File: config.mk
export PLATFORM = sky130hd
export DESIGN_NAME = sync_fifo_flags
export DESIGN_NICKNAME = d
export VERILOG_FILES = /design/src/rtl/fifo_pkg.sv /design/src/rtl/fifo_mem.sv /design/src/rtl/sync_fifo_flags.sv
export SDC_FILE = /design/constraint.sdc
export NUM_CORES = 1
export LEC_CHECK = 0
export BUFFER_PORTS_ARGS = -buffer_cell sky130_fd_sc_hd__buf_2
export CAP_MARGIN = 0
export CELL_PAD_IN_SITES_DETAIL_PLACEMENT = 0
export CELL_PAD_IN_SITES_GLOBAL_PLACEMENT = 1
export CORE_AREA = 2 2 146 91
export CTS_CLUSTER_DIAMETER = 200
export DETAILED_ROUTE_END_ITERATION = 16
export DIE_AREA = 0 0 148 93
export PLACE_DENSITY = 0.52
export SLEW_MARGIN = 20
export SYNTH_ARGS = -nofsm -noshare
export SYNTH_HDL_FRONTEND = slang
export SYNTH_SLANG_ARGS = --single-unit
File: constraint.sdc
create_clock -name clk -period 3.2 [get_ports clk]
set_clock_uncertainty 0.1 [all_clocks]
set_input_delay 0.64 -clock clk [delete_from_list [all_inputs] [get_ports clk]]
set_output_delay 0.64 -clock clk [all_outputs]
set_load 0.01 [all_outputs]
File: src/rtl/fifo_pkg.sv
// fifo_pkg: shared constants and helpers for the single-clock FIFO family
package fifo_pkg;

    localparam int FIFO_MODE_STD  = 0;
    localparam int FIFO_MODE_FWFT = 1;

    // Pointer width: address bits plus one wrap bit to tell full from empty
    function automatic int ptr_width(input int depth);
        return $clog2(depth) + 1;
    endfunction

endpackage

File: src/rtl/fifo_mem.sv
// fifo_mem: DEPTH x DATA_WIDTH simple dual-port array, sync write, async read
module fifo_mem #(
    parameter int DEPTH      = 8,
    parameter int DATA_WIDTH = 8,
    localparam int AW        = $clog2(DEPTH)
) (
    input  logic                  clk,
    input  logic                  we_i,
    input  logic [AW-1:0]         waddr_i,
    input  logic [DATA_WIDTH-1:0] wdata_i,
    input  logic [AW-1:0]         raddr_i,
    output logic [DATA_WIDTH-1:0] rdata_o
);

    logic [DATA_WIDTH-1:0] mem_q [DEPTH];

    // Storage is deliberately not reset; the pointers decide what is valid
    always_ff @(posedge clk) begin
        if (we_i) mem_q[waddr_i] <= wdata_i;
    end

    assign rdata_o = mem_q[raddr_i];

endmodule

File: src/rtl/sync_fifo_flags.sv
// sync_fifo_flags: single-clock FIFO with count, thresholds, sticky errors, flush and FWFT option
module sync_fifo_flags
    import fifo_pkg::*;
#(
    parameter int DEPTH      = 8,
    parameter int DATA_WIDTH = 8,
    parameter int FWFT       = FIFO_MODE_STD,
    parameter int AF_LEVEL   = DEPTH - 1,
    parameter int AE_LEVEL   = 1,
    localparam int PW        = ptr_width(DEPTH),
    localparam int AW        = PW - 1
) (
    input  logic                  clk,
    input  logic                  nrst,
    input  logic                  clr,
    input  logic                  w_en,
    input  logic [DATA_WIDTH-1:0] data_in,
    input  logic                  r_en,
    output logic [DATA_WIDTH-1:0] data_out,
    output logic                  rd_valid,
    output logic                  full,
    output logic                  empty,
    output logic                  almost_full,
    output logic                  almost_empty,
    output logic [PW-1:0]         count,
    output logic                  overflow,
    output logic                  underflow
);

    logic [PW-1:0] w_ptr_q, w_ptr_d, r_ptr_q, r_ptr_d, count_q, count_d;
    logic          ovf_q, ovf_d, udf_q, udf_d;
    logic          wr_acc, rd_acc, flush;
    logic [DATA_WIDTH-1:0] rd_data;

    assign flush  = !nrst || clr;
    assign full   = (w_ptr_q[PW-1] != r_ptr_q[PW-1]) && (w_ptr_q[AW-1:0] == r_ptr_q[AW-1:0]);
    assign empty  = w_ptr_q == r_ptr_q;
    assign wr_acc = w_en && !full;
    assign rd_acc = r_en && !empty;

    assign almost_full  = count_q >= PW'(AF_LEVEL);
    assign almost_empty = count_q <= PW'(AE_LEVEL);
    assign count        = count_q;
    assign overflow     = ovf_q;
    assign underflow    = udf_q;

    // Next-state for pointers, occupancy and sticky error flags; no bypass either way
    always_comb begin
        w_ptr_d = w_ptr_q + PW'(wr_acc);
        r_ptr_d = r_ptr_q + PW'(rd_acc);
        count_d = (wr_acc && !rd_acc) ? count_q + PW'(1) :
                  (rd_acc && !wr_acc) ? count_q - PW'(1) : count_q;
        ovf_d   = ovf_q || (w_en && full);
        udf_d   = udf_q || (r_en && empty);
    end

    // Register state; reset and flush both discard everything in flight
    always_ff @(posedge clk) begin
        if (flush) begin
            w_ptr_q <= '0;
            r_ptr_q <= '0;
            count_q <= '0;
            ovf_q   <= 1'b0;
            udf_q   <= 1'b0;
        end else begin
            w_ptr_q <= w_ptr_d;
            r_ptr_q <= r_ptr_d;
            count_q <= count_d;
            ovf_q   <= ovf_d;
            udf_q   <= udf_d;
        end
    end

    fifo_mem #(
        .DEPTH      (DEPTH),
        .DATA_WIDTH (DATA_WIDTH)
    ) u_mem (
        .clk     (clk),
        .we_i    (wr_acc && !flush),
        .waddr_i (w_ptr_q[AW-1:0]),
        .wdata_i (data_in),
        .raddr_i (r_ptr_q[AW-1:0]),
        .rdata_o (rd_data)
    );

    generate
        if (FWFT == FIFO_MODE_FWFT) begin : g_fwft
            assign data_out = empty ? '0 : rd_data;
            assign rd_valid = !empty;
        end else begin : g_std
            logic [DATA_WIDTH-1:0] dout_q;
            logic                  valid_q;
            // Registered read port: data appears the cycle after an accepted read
            always_ff @(posedge clk) begin
                if (flush) begin
                    dout_q  <= '0;
                    valid_q <= 1'b0;
                end else begin
                    dout_q  <= rd_acc ? rd_data : dout_q;
                    valid_q <= rd_acc;
                end
            end
            assign data_out = dout_q;
            assign rd_valid = valid_q;
        end
    endgenerate

endmodule

==> key figures <==
Yosys
  – Dominant cell type by area after synthesis: sky130_fd_sc_hd__edfxtp_1
  – Top post-synthesis cells by count: 64 x sky130_fd_sc_hd__edfxtp_1, 28 x sky130_fd_sc_hd__nor2_1, 23 x sky130_fd_sc_hd__dfxtp_1
  – Asr flop ratio synth: 0%
  – Number of enable-type register cells in the synthesized netlist: 64
  – Flip-flop and latch count after synthesis: 87
  – Synth Flop Type: sky130_fd_sc_hd__edfxtp_1
  – Distinct cell type count of the synthesized netlist: 40
  – Area share of and/or/nand/nor cells after synthesis: 7.07%
  – Compound-Gate Fraction of Synth Area: 5.42%
  – Adder and majority cell fraction of the synthesized area: 2.61%
  – Area share of the leading cell type in the synthesized netlist: 52.7%
  – Count of synthesis-stage warnings from yosys: 0
  – Post-synthesis share of cell area spent on xor and xnor gates: 4.77%
  – Cells after synthesis: 226
  – Most frequent cell after synthesis: sky130_fd_sc_hd__edfxtp_1
  – Largest family of logic cells by synthesized area: multiplexers
  – Portion of the post-synthesis area used by sequential elements: 65.3%
  – Mux share of post-synthesis cell area: 12.1%
  – Synthesized net count: 245
  – Combined area of all synthesized cells: 3650 um2
  – Mean area per synthesized cell: 16.1 um2
  – Largest cells by area after synthesis: sky130_fd_sc_hd__edfxtp_1 53%, sky130_fd_sc_hd__dfxtp_1 13%, sky130_fd_sc_hd__mux4_2 9.9%

Placement
  – GP Congestion: 0.769
  – Half-perimeter wire length of the detailed placement result: 5050 um
  – Number of buffer cells added on primary ports: 31

Routing
  – Drt pass-1 iters: 4
  – Residual antenna-violating net count after detailed routing: 0
  – Via count: 1929
  – DR vias/cell: 4.34
  – Wirelength per Cell: 16.5 um
  – Wirelength, routed: 7320 um
  – Residual DRC: 0
  – Initial DRC Count: 103

STA
  – Worst slew slack as a fraction of its limit: 70.7%
  – Max frequency: 407 MHz
  – Endpoints failing setup: 0
  – Worst Hold Slack: 0.365 ns
  – Number of slew-limit violations in the final report: 0
  – Actual slew at the worst max-slew pin: 0.427 ns
  – Setup repair after global routing missed its margin: false
  – Period Utilization, post-route: 76.8%
  – Post-layout minimum cycle time: 2.46 ns
  – Total count of hold-check failures in the final report: 0
  – Sum of negative setup slack: 0 ns

Layout
  – Final #Nets: 288
  – Fraction of layout instances using a drive strength above 1: 30.3%
  – Count of inserted antenna diode cells: 0
  – Synth-to-Final Area Change: 18.5%
  – Filler Cells Inserted: 1237
  – Multi-input logic area: 1160 um2
  – Total area of sequential cells: 2380 um2

Clock tree
  – Clock buffer count from CTS: 9
  – Clock insertion delay at the later pin of the skew report: 0.33 ns
  – Post-CTS Setup Inserts: 0
  – Clk root buf: sky130_fd_sc_hd__clkbuf_16
  – CTS hold repair buffers: 0
  – H-tree depth: 3
  – Clock tree from TritonCTS: yes
  – Number of clock sinks: 87
  – Number of buffers on the longest clock path: 2
  – Clock input transition at the sequential cells of the worst setup and hold paths: 0.06 ns
  – CTS-repair resized insts: 0

Worst setup path
  – Highest net fanout along the worst path: 9
  – Minimum setup slack among reg-to-reg paths: 0.93 ns
  – CP arrival: 1.72 ns
  – Element type at the critical path start: register
  – CP endpoint kind: output port
  – R2r worst-path depth: 5
  – Required @ worst endpoint: 2.46 ns
  – Destination of the worst register-to-register timing path: u_mem.mem_q[0][6]
  – Startpoint of the most critical register-to-register path: w_ptr_q[2]
  – Category of the most critical setup path: register to output port

GRT
  – Largest net degree at the start of global routing: 22
  – Antenna violations before repair: 0
  – Overall routing resource usage: 11.5%
  – Vias in the first global route: 1890
  – Overflow left after global routing: 0
  – First-pass GRT wire length: 11500 um

Die
  – I/O pins: 32
  – Starting utilization of the core area: 29.2%
  – Std-Cell Rows: 32
  – Area enclosed by the die boundary: 13800 um2
  – Vertical die dimension: 93 um
  – Die X-Extent: 148 um
  – Std-Cell Core Area: 12500 um2

Min path
  – Capture endpoint of the worst hold path: underflow
  – Worst min-delay path class: register to register
  – Min-Delay Startpoint: underflow
  – Hold Path Stages: 2

Power
  – PwrDens: 549 nW/um2
  – Reported leakage power: 1.45 nW
  – Largest voltage drop on the vdd net: 0.000221 V

Status
  – Result of the run: finished, final reports clean

Run
  – Max-cap check violation count: 0
==> worst max-delay path by stage <==
stage | start | endpoint | slack [ns] | cells past startpoint
floorplan | w_ptr_q[2] | u_mem.mem_q[0][0] | 0.83 | 5
global placement | w_ptr_q[2] | u_mem.mem_q[0][6] | 0.99 | 5
detailed placement | w_ptr_q[2] | u_mem.mem_q[0][1] | 0.92 | 5
CTS | w_ptr_q[1] | empty | 0.71 | 4
global route | w_ptr_q[1] | empty | 0.59 | 4
finish | w_ptr_q[1] | empty | 0.74 | 4
==> flip-flops by register name, summed over array words and instances, names as in the netlist <==
| register | cells |
|---|---|
| count | 4 |
| data_out | 8 |
| overflow | 1 |
| r_ptr_q | 4 |
| rd_valid | 1 |
| u_mem.mem_q | 64 |
| underflow | 1 |
| w_ptr_q | 4 |
==> layout by cell type (no fill, tap or decap), drive strengths merged, types with 8 or more instances in the layout <==
cell type and n:
edfxtp 64, buf 44, nor2 28, dfxtp 23, mux4 16, clkbuf 9, xnor2 9, a211oi 9
mux2i 8, nor3 8
==> through the flow <==
stage               setup WS (ns)  area, um2  power (mW)  utilization, %  instances
global placement            0.987       4020        1.36            32.2        428
global route                0.594       4320        2.47            34.6        444
floorplan                   0.825       3650        1.32               -        226
finish                      0.743       4320        2.37            34.6        444
CTS                         0.714       4320        2.40            34.6        444
detailed placement          0.916       4020        1.36            32.2        428
==> power by group <==
| group | switching (mW) | internal (mW) |
|---|---|---|
| Combinational | 0.0632 | 0.0427 |
| Clock | 0.435 | 0.605 |
| Sequential | 0.00832 | 1.22 |
==> final cells by class <==
type | instances | area share [%]
flip-flops and latches | 87 | 55.1
well taps | 170 | 4.92
repair buffers | 44 | 5.85
multi-input cells | 124 | 27.0
clock inverters | 7 | 1.68
clock buffers | 9 | 5.21
inverters | 3 | 0.261
==> worst max-delay path, cell delays in order, from the launching register on <==
cell                      delay, ns
sky130_fd_sc_hd__dfxtp_1       0.59
sky130_fd_sc_hd__xnor2_1       0.21
sky130_fd_sc_hd__nand3_1       0.18
sky130_fd_sc_hd__nor2_1        0.23
sky130_fd_sc_hd__buf_2         0.18
==> metal layers <==
metal,wire length (um),GRT usage (%)
met1,4140,18.6
met2,2770,14.2
met3,356,3.61
met4,57,3.33
met5,0,0
==> kinds of logic (layout without fill, tap and decap cells) <==
| kind of cell | after synthesis | after routing |
|---|---|---|
| AOI/OAI and AO/OA | 21 | 21 |
| buffers and inverters | 15 | 63 |
| adders and majority gates | 8 | 8 |
| muxes | 24 | 24 |
| DFF | 87 | 87 |
| and+or+nand+nor | 55 | 55 |
| xor gates and xnor gates | 16 | 16 |
No activity file was read; power rests on OpenSTA's default activity.
